$ cat src/rtl/time_event_scheduler.sv
// Timekeeping controller: queues 1 Hz and button requests, services one per cycle
// in fixed priority into the time/alarm registers, and runs the alarm ring/lockout FSM.
module time_event_scheduler #(
  parameter int ALARM_SECS = 60,
  parameter int AL_STEP    = 10
) (
  input  logic       clk,
  input  logic       reset,
  input  logic       tick_1hz,
  input  logic       sec_adj,
  input  logic       min_adj,
  input  logic       hrs_adj,
  input  logic       al_adj,
  input  logic       al_toggle,
  output logic [5:0] seconds,
  output logic [5:0] minutes,
  output logic [3:0] hours,
  output logic [5:0] al_minutes,
  output logic [3:0] al_hours,
  output logic       al_on,
  output logic       alarm,
  output logic       busy,
  output logic       dropped,
  output logic [1:0] dbg_state_o
);

  // Request bit positions; lower index = higher service priority.
  localparam int SRC_TICK   = 0;
  localparam int SRC_SEC    = 1;
  localparam int SRC_MIN    = 2;
  localparam int SRC_HRS    = 3;
  localparam int SRC_AL     = 4;
  localparam int SRC_TOGGLE = 5;

  typedef enum logic [1:0] {
    ST_IDLE    = 2'd0,
    ST_RING    = 2'd1,
    ST_LOCKOUT = 2'd2
  } alarm_state_e;

  logic [5:0]   pending_q, pending_d;
  logic         dropped_q, dropped_d;
  logic [5:0]   sec_q, sec_d;
  logic [5:0]   min_q, min_d;
  logic [3:0]   hrs_q, hrs_d;
  logic [5:0]   alm_q, alm_d;
  logic [3:0]   alh_q, alh_d;
  logic         al_on_q, al_on_d;
  logic [7:0]   ring_q, ring_d;
  alarm_state_e state_q, state_d;

  logic [5:0] req;
  logic [5:0] grant;
  logic [6:0] al_sum;
  logic [7:0] ring_inc;
  logic       match;

  assign req = {al_toggle, al_adj, hrs_adj, min_adj, sec_adj, tick_1hz};

  always_comb begin
    grant = '0;
    if (pending_q[SRC_TICK])        grant[SRC_TICK]   = 1'b1;
    else if (pending_q[SRC_SEC])    grant[SRC_SEC]    = 1'b1;
    else if (pending_q[SRC_MIN])    grant[SRC_MIN]    = 1'b1;
    else if (pending_q[SRC_HRS])    grant[SRC_HRS]    = 1'b1;
    else if (pending_q[SRC_AL])     grant[SRC_AL]     = 1'b1;
    else if (pending_q[SRC_TOGGLE]) grant[SRC_TOGGLE] = 1'b1;
  end

  // A pulse on the bit being serviced this cycle simply re-arms it; only a pulse
  // landing on a bit that stays set is a lost request.
  always_comb begin
    pending_d = (pending_q & ~grant) | req;
    dropped_d = dropped_q | (|(req & pending_q & ~grant));
  end

  always_comb begin
    sec_d   = sec_q;
    min_d   = min_q;
    hrs_d   = hrs_q;
    alm_d   = alm_q;
    alh_d   = alh_q;
    al_on_d = al_on_q;
    al_sum  = {1'b0, alm_q} + 7'(AL_STEP);

    if (grant[SRC_TICK] || grant[SRC_SEC]) begin
      if (sec_q == 6'd59) begin
        sec_d = 6'd0;
        if (min_q == 6'd59) begin
          min_d = 6'd0;
          hrs_d = (hrs_q == 4'd11) ? 4'd0 : hrs_q + 4'd1;
        end else begin
          min_d = min_q + 6'd1;
        end
      end else begin
        sec_d = sec_q + 6'd1;
      end
    end

    if (grant[SRC_MIN]) begin
      min_d = (min_q == 6'd59) ? 6'd0 : min_q + 6'd1;
    end

    if (grant[SRC_HRS]) begin
      hrs_d = (hrs_q == 4'd11) ? 4'd0 : hrs_q + 4'd1;
    end

    if (grant[SRC_AL]) begin
      if (al_sum >= 7'd60) begin
        alm_d = 6'(al_sum - 7'd60);
        alh_d = (alh_q == 4'd11) ? 4'd0 : alh_q + 4'd1;
      end else begin
        alm_d = al_sum[5:0];
      end
    end

    if (grant[SRC_TOGGLE]) begin
      al_on_d = ~al_on_q;
    end
  end

  assign match    = (hrs_q == alh_q) && (min_q == alm_q);
  assign ring_inc = ring_q + 8'd1;

  // Disarm wins from every state; otherwise ring until timeout, then hold off
  // re-triggering until the time moves away from the alarm time.
  always_comb begin
    state_d = state_q;
    ring_d  = ring_q;
    if (!al_on_q) begin
      state_d = ST_IDLE;
    end else begin
      case (state_q)
        ST_IDLE: begin
          if (match) begin
            state_d = ST_RING;
            ring_d  = 8'd0;
          end
        end
        ST_RING: begin
          if (grant[SRC_TICK]) begin
            ring_d = ring_inc;
            if (ring_inc == 8'(ALARM_SECS)) state_d = ST_LOCKOUT;
          end
        end
        ST_LOCKOUT: begin
          if (!match) state_d = ST_IDLE;
        end
        default: state_d = ST_IDLE;
      endcase
    end
  end

  always_ff @(posedge clk) begin
    if (reset) begin
      pending_q <= '0;
      dropped_q <= 1'b0;
      sec_q     <= '0;
      min_q     <= '0;
      hrs_q     <= '0;
      alm_q     <= '0;
      alh_q     <= '0;
      al_on_q   <= 1'b0;
      ring_q    <= '0;
      state_q   <= ST_IDLE;
    end else begin
      pending_q <= pending_d;
      dropped_q <= dropped_d;
      sec_q     <= sec_d;
      min_q     <= min_d;
      hrs_q     <= hrs_d;
      alm_q     <= alm_d;
      alh_q     <= alh_d;
      al_on_q   <= al_on_d;
      ring_q    <= ring_d;
      state_q   <= state_d;
    end
  end

  assign seconds     = sec_q;
  assign minutes     = min_q;
  assign hours       = hrs_q;
  assign al_minutes  = alm_q;
  assign al_hours    = alh_q;
  assign al_on       = al_on_q;
  assign alarm       = (state_q == ST_RING);
  assign busy        = |pending_q;
  assign dropped     = dropped_q;
  assign dbg_state_o = state_q;

endmodule

$ cat config.mk
export PLATFORM = sky130hd
export DESIGN_NAME = time_event_scheduler
export DESIGN_NICKNAME = d
export VERILOG_FILES = /design/src/rtl/time_event_scheduler.sv
export SDC_FILE = /design/constraint.sdc
export NUM_CORES = 1
export LEC_CHECK = 0
export ABC_CLOCK_PERIOD_IN_PS = 4400
export CORE_ASPECT_RATIO = 1.5
export CORE_MARGIN = 1
export CORE_UTILIZATION = 46
export CTS_CLUSTER_SIZE = 12
export DETAILED_ROUTE_END_ITERATION = 6
export GPL_ROUTABILITY_DRIVEN = 0
export PLACE_DENSITY_LB_ADDON = 0.12
export SLEW_MARGIN = 10
export SYNTH_ARGS = -nofsm -noshare
export SYNTH_HDL_FRONTEND = slang
export SYNTH_SLANG_ARGS = --single-unit
$ cat constraint.sdc
create_clock -name clk -period 4.4 [get_ports clk]
set_input_delay 0.44 -clock clk [delete_from_list [all_inputs] [get_ports clk]]
set_output_delay 0.44 -clock clk [all_outputs]
set_load 0.03 [all_outputs]
* Yosys cells after proc, flatten, opt, wreduce, memory -nomap -nowiden
Index checks and enable logic that the tools add are counted.
** Operators by class
- $add $sub $neg :: 7
- Order comparisons :: 1
- Eq/ne operators :: 13
- Muxes and demuxes :: 31
- Bitwise gates (word level) :: 7
- Reduce and logical (&&, ||, !) cells :: 17
** Operator list (count)
- 6-bit two-way mux :: 6
- 4-bit two-way mux :: 7
- 6-bit AND :: 3
- 8-bit two-way mux :: 2
- 8-bit one-hot mux with 2 select lines :: 1
- 6-bit by 1-bit adder with 6-bit output (second input constant) :: 2
- 6-bit equality test (second input constant) :: 2
- 2-bit nonzero test :: 6
- 6-bit OR reduction :: 2
- 2-bit two-way mux :: 5
- 4-bit by 1-bit adder with 4-bit output (second input constant) :: 2
- 8-bit by 1-bit adder with 8-bit output (second input constant) :: 1
- 4-bit equality test (second input constant) :: 2
- 8-bit by 6-bit equality test with 1-bit output (second input constant) :: 1
- 4-bit AND reduction :: 2
- 6-bit by 4-bit adder with 7-bit output (second input constant) :: 1
- 7-bit by 6-bit >= comparator with 1-bit output (second input constant) :: 1
- 1-bit two-way mux :: 7
- 6-bit equality test :: 1
- 6-bit inverter :: 1
- 6-bit OR :: 1
- 2-bit one-hot mux with 3 select lines :: 1
- 6-bit subtractor (second input constant) :: 1
- 5-bit two-way mux :: 1
- other kinds (14) :: 17
** Word-level totals
- Register bits after elaboration :: 44
- Input bits :: 8
- Output and inout bits :: 32
- Word-level logic and storage cells :: 86

* Logic depth before layout (Yosys ltp)
- Word-level depth :: 10
- Mapped depth :: 8

* Least setup slack after synthesis
OpenSTA, ideal clock, no wires.
- Path type :: register -> register
- Start :: register alm_q[1], in the netlist al_minutes[1]
- End :: register alm_q[4], in the netlist al_minutes[4]
- Data arrival time :: 2.278 ns
- Setup slack :: 2.002 ns
- Cell stages (with the launch flop) :: 9
- Buffers on the path :: 1
- Clock period less this slack :: 2.398 ns
- Cells stage by stage :: dfxtp_1 ha_1 clkbuf_1 xnor2_1 ha_1 and3_1 a32oi_1 o32ai_1 mux2_2
** On the way
- Cells in the longest elaborated chain, start to end :: 3
- Elaborated cells between the ends (all ways) :: 4
- Classes of those cells :: 2 x add/sub; 1 x order compare; 1 x mux
** RTL lines
- start, declared :: RTL line 46 : logic [5:0] alm_q, alm_d;
- start signal, assigned :: RTL line 172 : alm_q <= alm_d;
- 6-bit by 4-bit adder with 7-bit output * :: RTL line 84 : al_sum = {1'b0, alm_q} + 7'(AL_STEP);
- 6-bit subtractor / 7-bit by 6-bit >= comparator with 1-bit output (equally long branches) :: RTL line 110, 109
- 6-bit two-way mux * :: RTL line 109 : if (al_sum >= 7'd60) begin
Every way passes the cells marked *; elsewhere a longest branch is shown, timed or not.
A chain may end at the register's enable or synchronous reset.

* Worst setup path in the final report
- Start :: register pending_q[0]
- End :: output busy
** On the way
- Cells in the longest elaborated chain, start to end :: 1
** RTL lines
- start, declared :: RTL line 41 : logic [5:0] pending_q, pending_d;
- start signal, assigned :: RTL line 167 : pending_q <= pending_d;
- 6-bit OR reduction :: RTL line 187 : assign busy = |pending_q;
- end, declared :: RTL line 22 : output logic busy,
Every way passes these cells.

==> results.py <==
metrics = {
    "status": {
        "result_of_the_run": "finished clean",
    },
    "detailed_routing": {
        "routed-via-count": 2297,
        "routedWlPerCell_um": 14.41,
        "drt-vias-per-instance": 5.686,
        "route.antenna.remaining_nets": 0,
        "routed_wirelength_um": 5823,
        "first_iter_violations": 100,
        "drcViolationCount": 0,
        "firstDrtPassIters": 5,
    },
    "job": {
        "maxcap_viol_count": 0,
    },
    "yosys": {
        "netlist_instances": 305,
        "most_instantiated_library_cell_after_synthesis": "sky130_fd_sc_hd__dfxtp_1",
        "postSynth.asyncResetShare_pct": 0,
        "synthesis.yosys.warnings": 0,
        "synth.avg_cell_area_um2": 8.094,
        "ys.flop_type": "sky130_fd_sc_hd__dfxtp_1",
        "synth.area.top_cells": "sky130_fd_sc_hd__dfxtp_1, sky130_fd_sc_hd__xnor2_1, sky130_fd_sc_hd__a21oi_1, sky130_fd_sc_hd__ha_1, sky130_fd_sc_hd__nor2_1",
        "synth_seq_area_share_pct": 34.87,
        "synth_seq_cells": 43,
        "mappedNetlistArea_mm2": 0.002469,
        "synth_enable_flop_cells": 0,
        "yosys.area.top_type": "sky130_fd_sc_hd__dfxtp_1",
        "yosysUniqueCellTypes": 54,
        "synth_largest_type_area_fraction_pct": 34.87,
        "mappedNetlistNets": 322,
        "synthTopCellsByCount": "sky130_fd_sc_hd__dfxtp_1, sky130_fd_sc_hd__nor2_1, sky130_fd_sc_hd__nand2_1",
    },
    "cts": {
        "cts_num_sinks": 43,
        "htree_levels": 2,
        "worstSkewPairLatency_ns": 0.30,
        "ctsResizeCount": 0,
        "worst_setup_hold_path_clk_slew_ns": 0.09,
        "tritoncts": "yes",
        "largest_buffer_count_on_any_clock_path": 2,
        "cts-hold-fix-buffers": 0,
        "post-cts-setup-buffer-count": 0,
        "number_of_buffers_added_by_the_clock_tree_synthesis_step": 5,
        "root_buffer_cell": "sky130_fd_sc_hd__clkbuf_8",
    },
    "layout": {
        "synthToLayoutAreaGrowth_pct": 21.54,
        "layout-drive-gt1-share_pct": 5.952,
        "finish.net_count": 352,
        "antenna_cells_inserted": 0,
    },
    "global_route": {
        "grt-ovfl-total": 0,
        "grt_pass1_wl_um": 9604,
        "grt_antenna_before_repair": 0,
        "grt_use_total_pct": 22.53,
        "largest_net_degree_at_the_start_of_global_routing": 19,
        "vias_in_the_first_global_route": 2089,
    },
    "critical_path": {
        "crit_path_max_incr_delay_ns": 0.60,
        "crit_path_start_kind": "flop",
        "critical_path_start_end_classification": "reg2out",
        "rr_worst_depth": 7,
        "critical_path.slowest_cell": "sky130_fd_sc_hd__or4_4",
        "critical_path.reg2reg.startpoint": "al_minutes[2]$_SDFFE_PP0P_",
        "cp.required_ns": 3.96,
        "crit_chain": "or4_4 > or3_1 > clkdlybuf4s50_1",
        "cp.arrival_ns": 2.22,
        "buffering_stage_count_on_the_worst_path_with_inverters_included": 1,
        "crit_fanout": 10,
        "r2r_end": "al_hours[1]$_SDFFE_PP0P_",
        "timing.reg2reg.setup_slack_ns": 1.96,
        "timing.critical_path.max_delay_family": "simple AND/OR/NAND/NOR gates",
        "crit_path_end_kind": "output port",
    },
    "sta": {
        "finalSetupTns_ns": 0,
        "slew_headroom_pct": 56.87,
        "fin_crit_ns": 2.658,
        "report.final.slew_viol_count": 0,
        "timing.final.setup_violations": 0,
        "timing.final.hold_violations": 0,
        "transition_time_of_the_tightest_slew_check_pin_ns": 0.6470,
        "min_period_over_period_pct": 60.42,
        "grt_setup_unrepaired": "no",
        "worst_clock_skew_ns": 0.008524,
        "achievable-frequency_ghz": 0.3762,
    },
    "hold_path": {
        "timing.hold.worst.start": "seconds[5]$_SDFFE_PP0P_",
        "min_delay_path_depth": 2,
        "hold_path_class": "reg2reg",
        "capture_endpoint_of_the_worst_hold_path": "seconds[5]$_SDFFE_PP0P_",
    },
    "floorplanning": {
        "core_outline_area_mm2": 0.005165,
        "floorplan.initialDensity_pct": 47.80,
        "placementRows": 32,
        "dieHeight_um": 91.72,
        "die_width_um": 61.82,
        "ios": 40,
        "design.die.area_mm2": 0.005670,
    },
    "power_and_ir_drop": {
        "power_per_cell_area_mw_per_mm2": 300.8,
        "worst_vdd_drop_mv": 0.2039,
        "power.leakage_uw": 0.001051,
        "total_power_uw": 902.4,
    },
    "placement": {
        "place.port_buffers": 38,
        "post-dp-hpwl_um": 4299,
    },
}
==> metrics by stage <==
step / cells / utilization [%] / setup WS [ns] / hold WS, ns / area, um^2
2_1_floorplan: 305 / - / 2.002 / 0.4637 / 2469
3_3_place_gp: 396 / 55.52 / 2.060 / 0.4982 / 2868
3_5_place_dp: 396 / 55.52 / 2.033 / 0.5056 / 2868
4_1_cts: 404 / 58.09 / 1.723 / 0.5174 / 3000
5_1_grt: 404 / 58.09 / 1.633 / 0.5457 / 3000
6_report: 404 / 58.09 / 1.742 / 0.5184 / 3000
==> placed cells by master, fill, tap and decap left out, types with 2 or more instances in the layout <==
cell	netlist	routed
sky130_fd_sc_hd__dfxtp_1	43	43
sky130_fd_sc_hd__clkdlybuf4s50_1	0	38
sky130_fd_sc_hd__nor2_1	30	30
sky130_fd_sc_hd__nand2_1	26	26
sky130_fd_sc_hd__a21oi_1	24	24
sky130_fd_sc_hd__xnor2_1	16	16
sky130_fd_sc_hd__nand3_1	16	16
sky130_fd_sc_hd__o21ai_0	15	15
sky130_fd_sc_hd__inv_1	9	9
sky130_fd_sc_hd__a31oi_1	9	9
sky130_fd_sc_hd__ha_1	9	9
sky130_fd_sc_hd__nor2b_1	8	8
sky130_fd_sc_hd__nor3_1	8	8
sky130_fd_sc_hd__nand4_1	6	6
sky130_fd_sc_hd__or4_1	6	6
sky130_fd_sc_hd__xor2_1	6	6
sky130_fd_sc_hd__nand2b_1	5	5
sky130_fd_sc_hd__clkbuf_8	0	5
sky130_fd_sc_hd__or3_1	4	4
sky130_fd_sc_hd__and3_1	4	4
sky130_fd_sc_hd__mux2i_1	4	4
sky130_fd_sc_hd__o31ai_1	3	3
sky130_fd_sc_hd__nor4_1	3	3
sky130_fd_sc_hd__a311oi_1	3	3
sky130_fd_sc_hd__or2_2	2	2
sky130_fd_sc_hd__mux2_2	2	2
sky130_fd_sc_hd__nand4b_1	2	2
sky130_fd_sc_hd__a311o_1	2	2
sky130_fd_sc_hd__a2111o_1	2	2
sky130_fd_sc_hd__bufinv_16	0	2
==> routing by layer <==
metal  GRT usage, %  routed length (um)  part of all wire (%)  vias up
met5              0                   0                     0        -
met4          10.93                 172                   3.0        0
met3          4.231                 162                   2.8       10
met2          37.01                2945                    51       50
met1          26.97                2543                    44     1077
li1               -                   -                     -     1160
==> flip-flops by register name, indices dropped and copies added, names as in the netlist <==
signal	cells
al_hours	4
al_minutes	5
al_on	1
dbg_state_o	2
dropped	1
hours	4
minutes	6
pending_q	6
ring_q	8
seconds	6
==> cell type report <==
| cell class | instances | area (um^2) |
|---|---|---|
| fillers | 490 | 2165 |
| multi-input cells | 236 | 1496 |
| flip-flops and latches | 43 | 860.8 |
| repair buffers | 39 | 387.9 |
| well taps | 68 | 85.08 |
| clock buffers | 6 | 72.57 |
| clock inverters | 2 | 60.06 |
| inverters | 10 | 37.54 |
==> cells by family (layout without fill, tap and decap cells) <==
kind of cell,count (synthesis),count (layout),share of synthesized area (%)
simple gates,128,128,26.91
flops,43,43,34.87
compound gates,70,70,18.65
buf+inv,26,57,4.510
fa+ha+maj,9,9,4.562
mux,6,6,2.534
xor+xnor,22,22,7.805
other cells,1,1,0.1519
==> worst reg2reg max path, cell delays in order (launching register included) <==
cell	delay, ns
sky130_fd_sc_hd__dfxtp_1	0.49
sky130_fd_sc_hd__inv_1	0.08
sky130_fd_sc_hd__ha_1	0.42
sky130_fd_sc_hd__nor2b_1	0.26
sky130_fd_sc_hd__o21ai_0	0.16
sky130_fd_sc_hd__a221oi_2	0.61
sky130_fd_sc_hd__o21ai_0	0.19
sky130_fd_sc_hd__a21oi_1	0.17
==> power by group <==
part	switching, uW	internal, uW	total [uW]
sequential	18.8	400	419
combinational	67.0	47.9	115
clock	142	227	369
total	227	675	902
==> how the worst max path moves through the flow <==
stage	startpoint	to	slack [ns]	cells past startpoint
4_1_cts	pending_q[0]$_SDFF_PP0_	busy	1.72	3
3_3_place_gp	reset	ring_q[7]$_SDFFE_PP0P_	2.06	5
3_5_place_dp	al_minutes[2]$_SDFFE_PP0P_	al_hours[1]$_SDFFE_PP0P_	2.03	7
5_1_grt	pending_q[0]$_SDFF_PP0_	busy	1.63	3
6_report	pending_q[0]$_SDFF_PP0_	busy	1.74	3
2_1_floorplan	al_minutes[1]$_SDFFE_PP0P_	al_minutes[4]$_SDFFE_PP0P_	2.00	8
(Power assumes the default switching activity.)
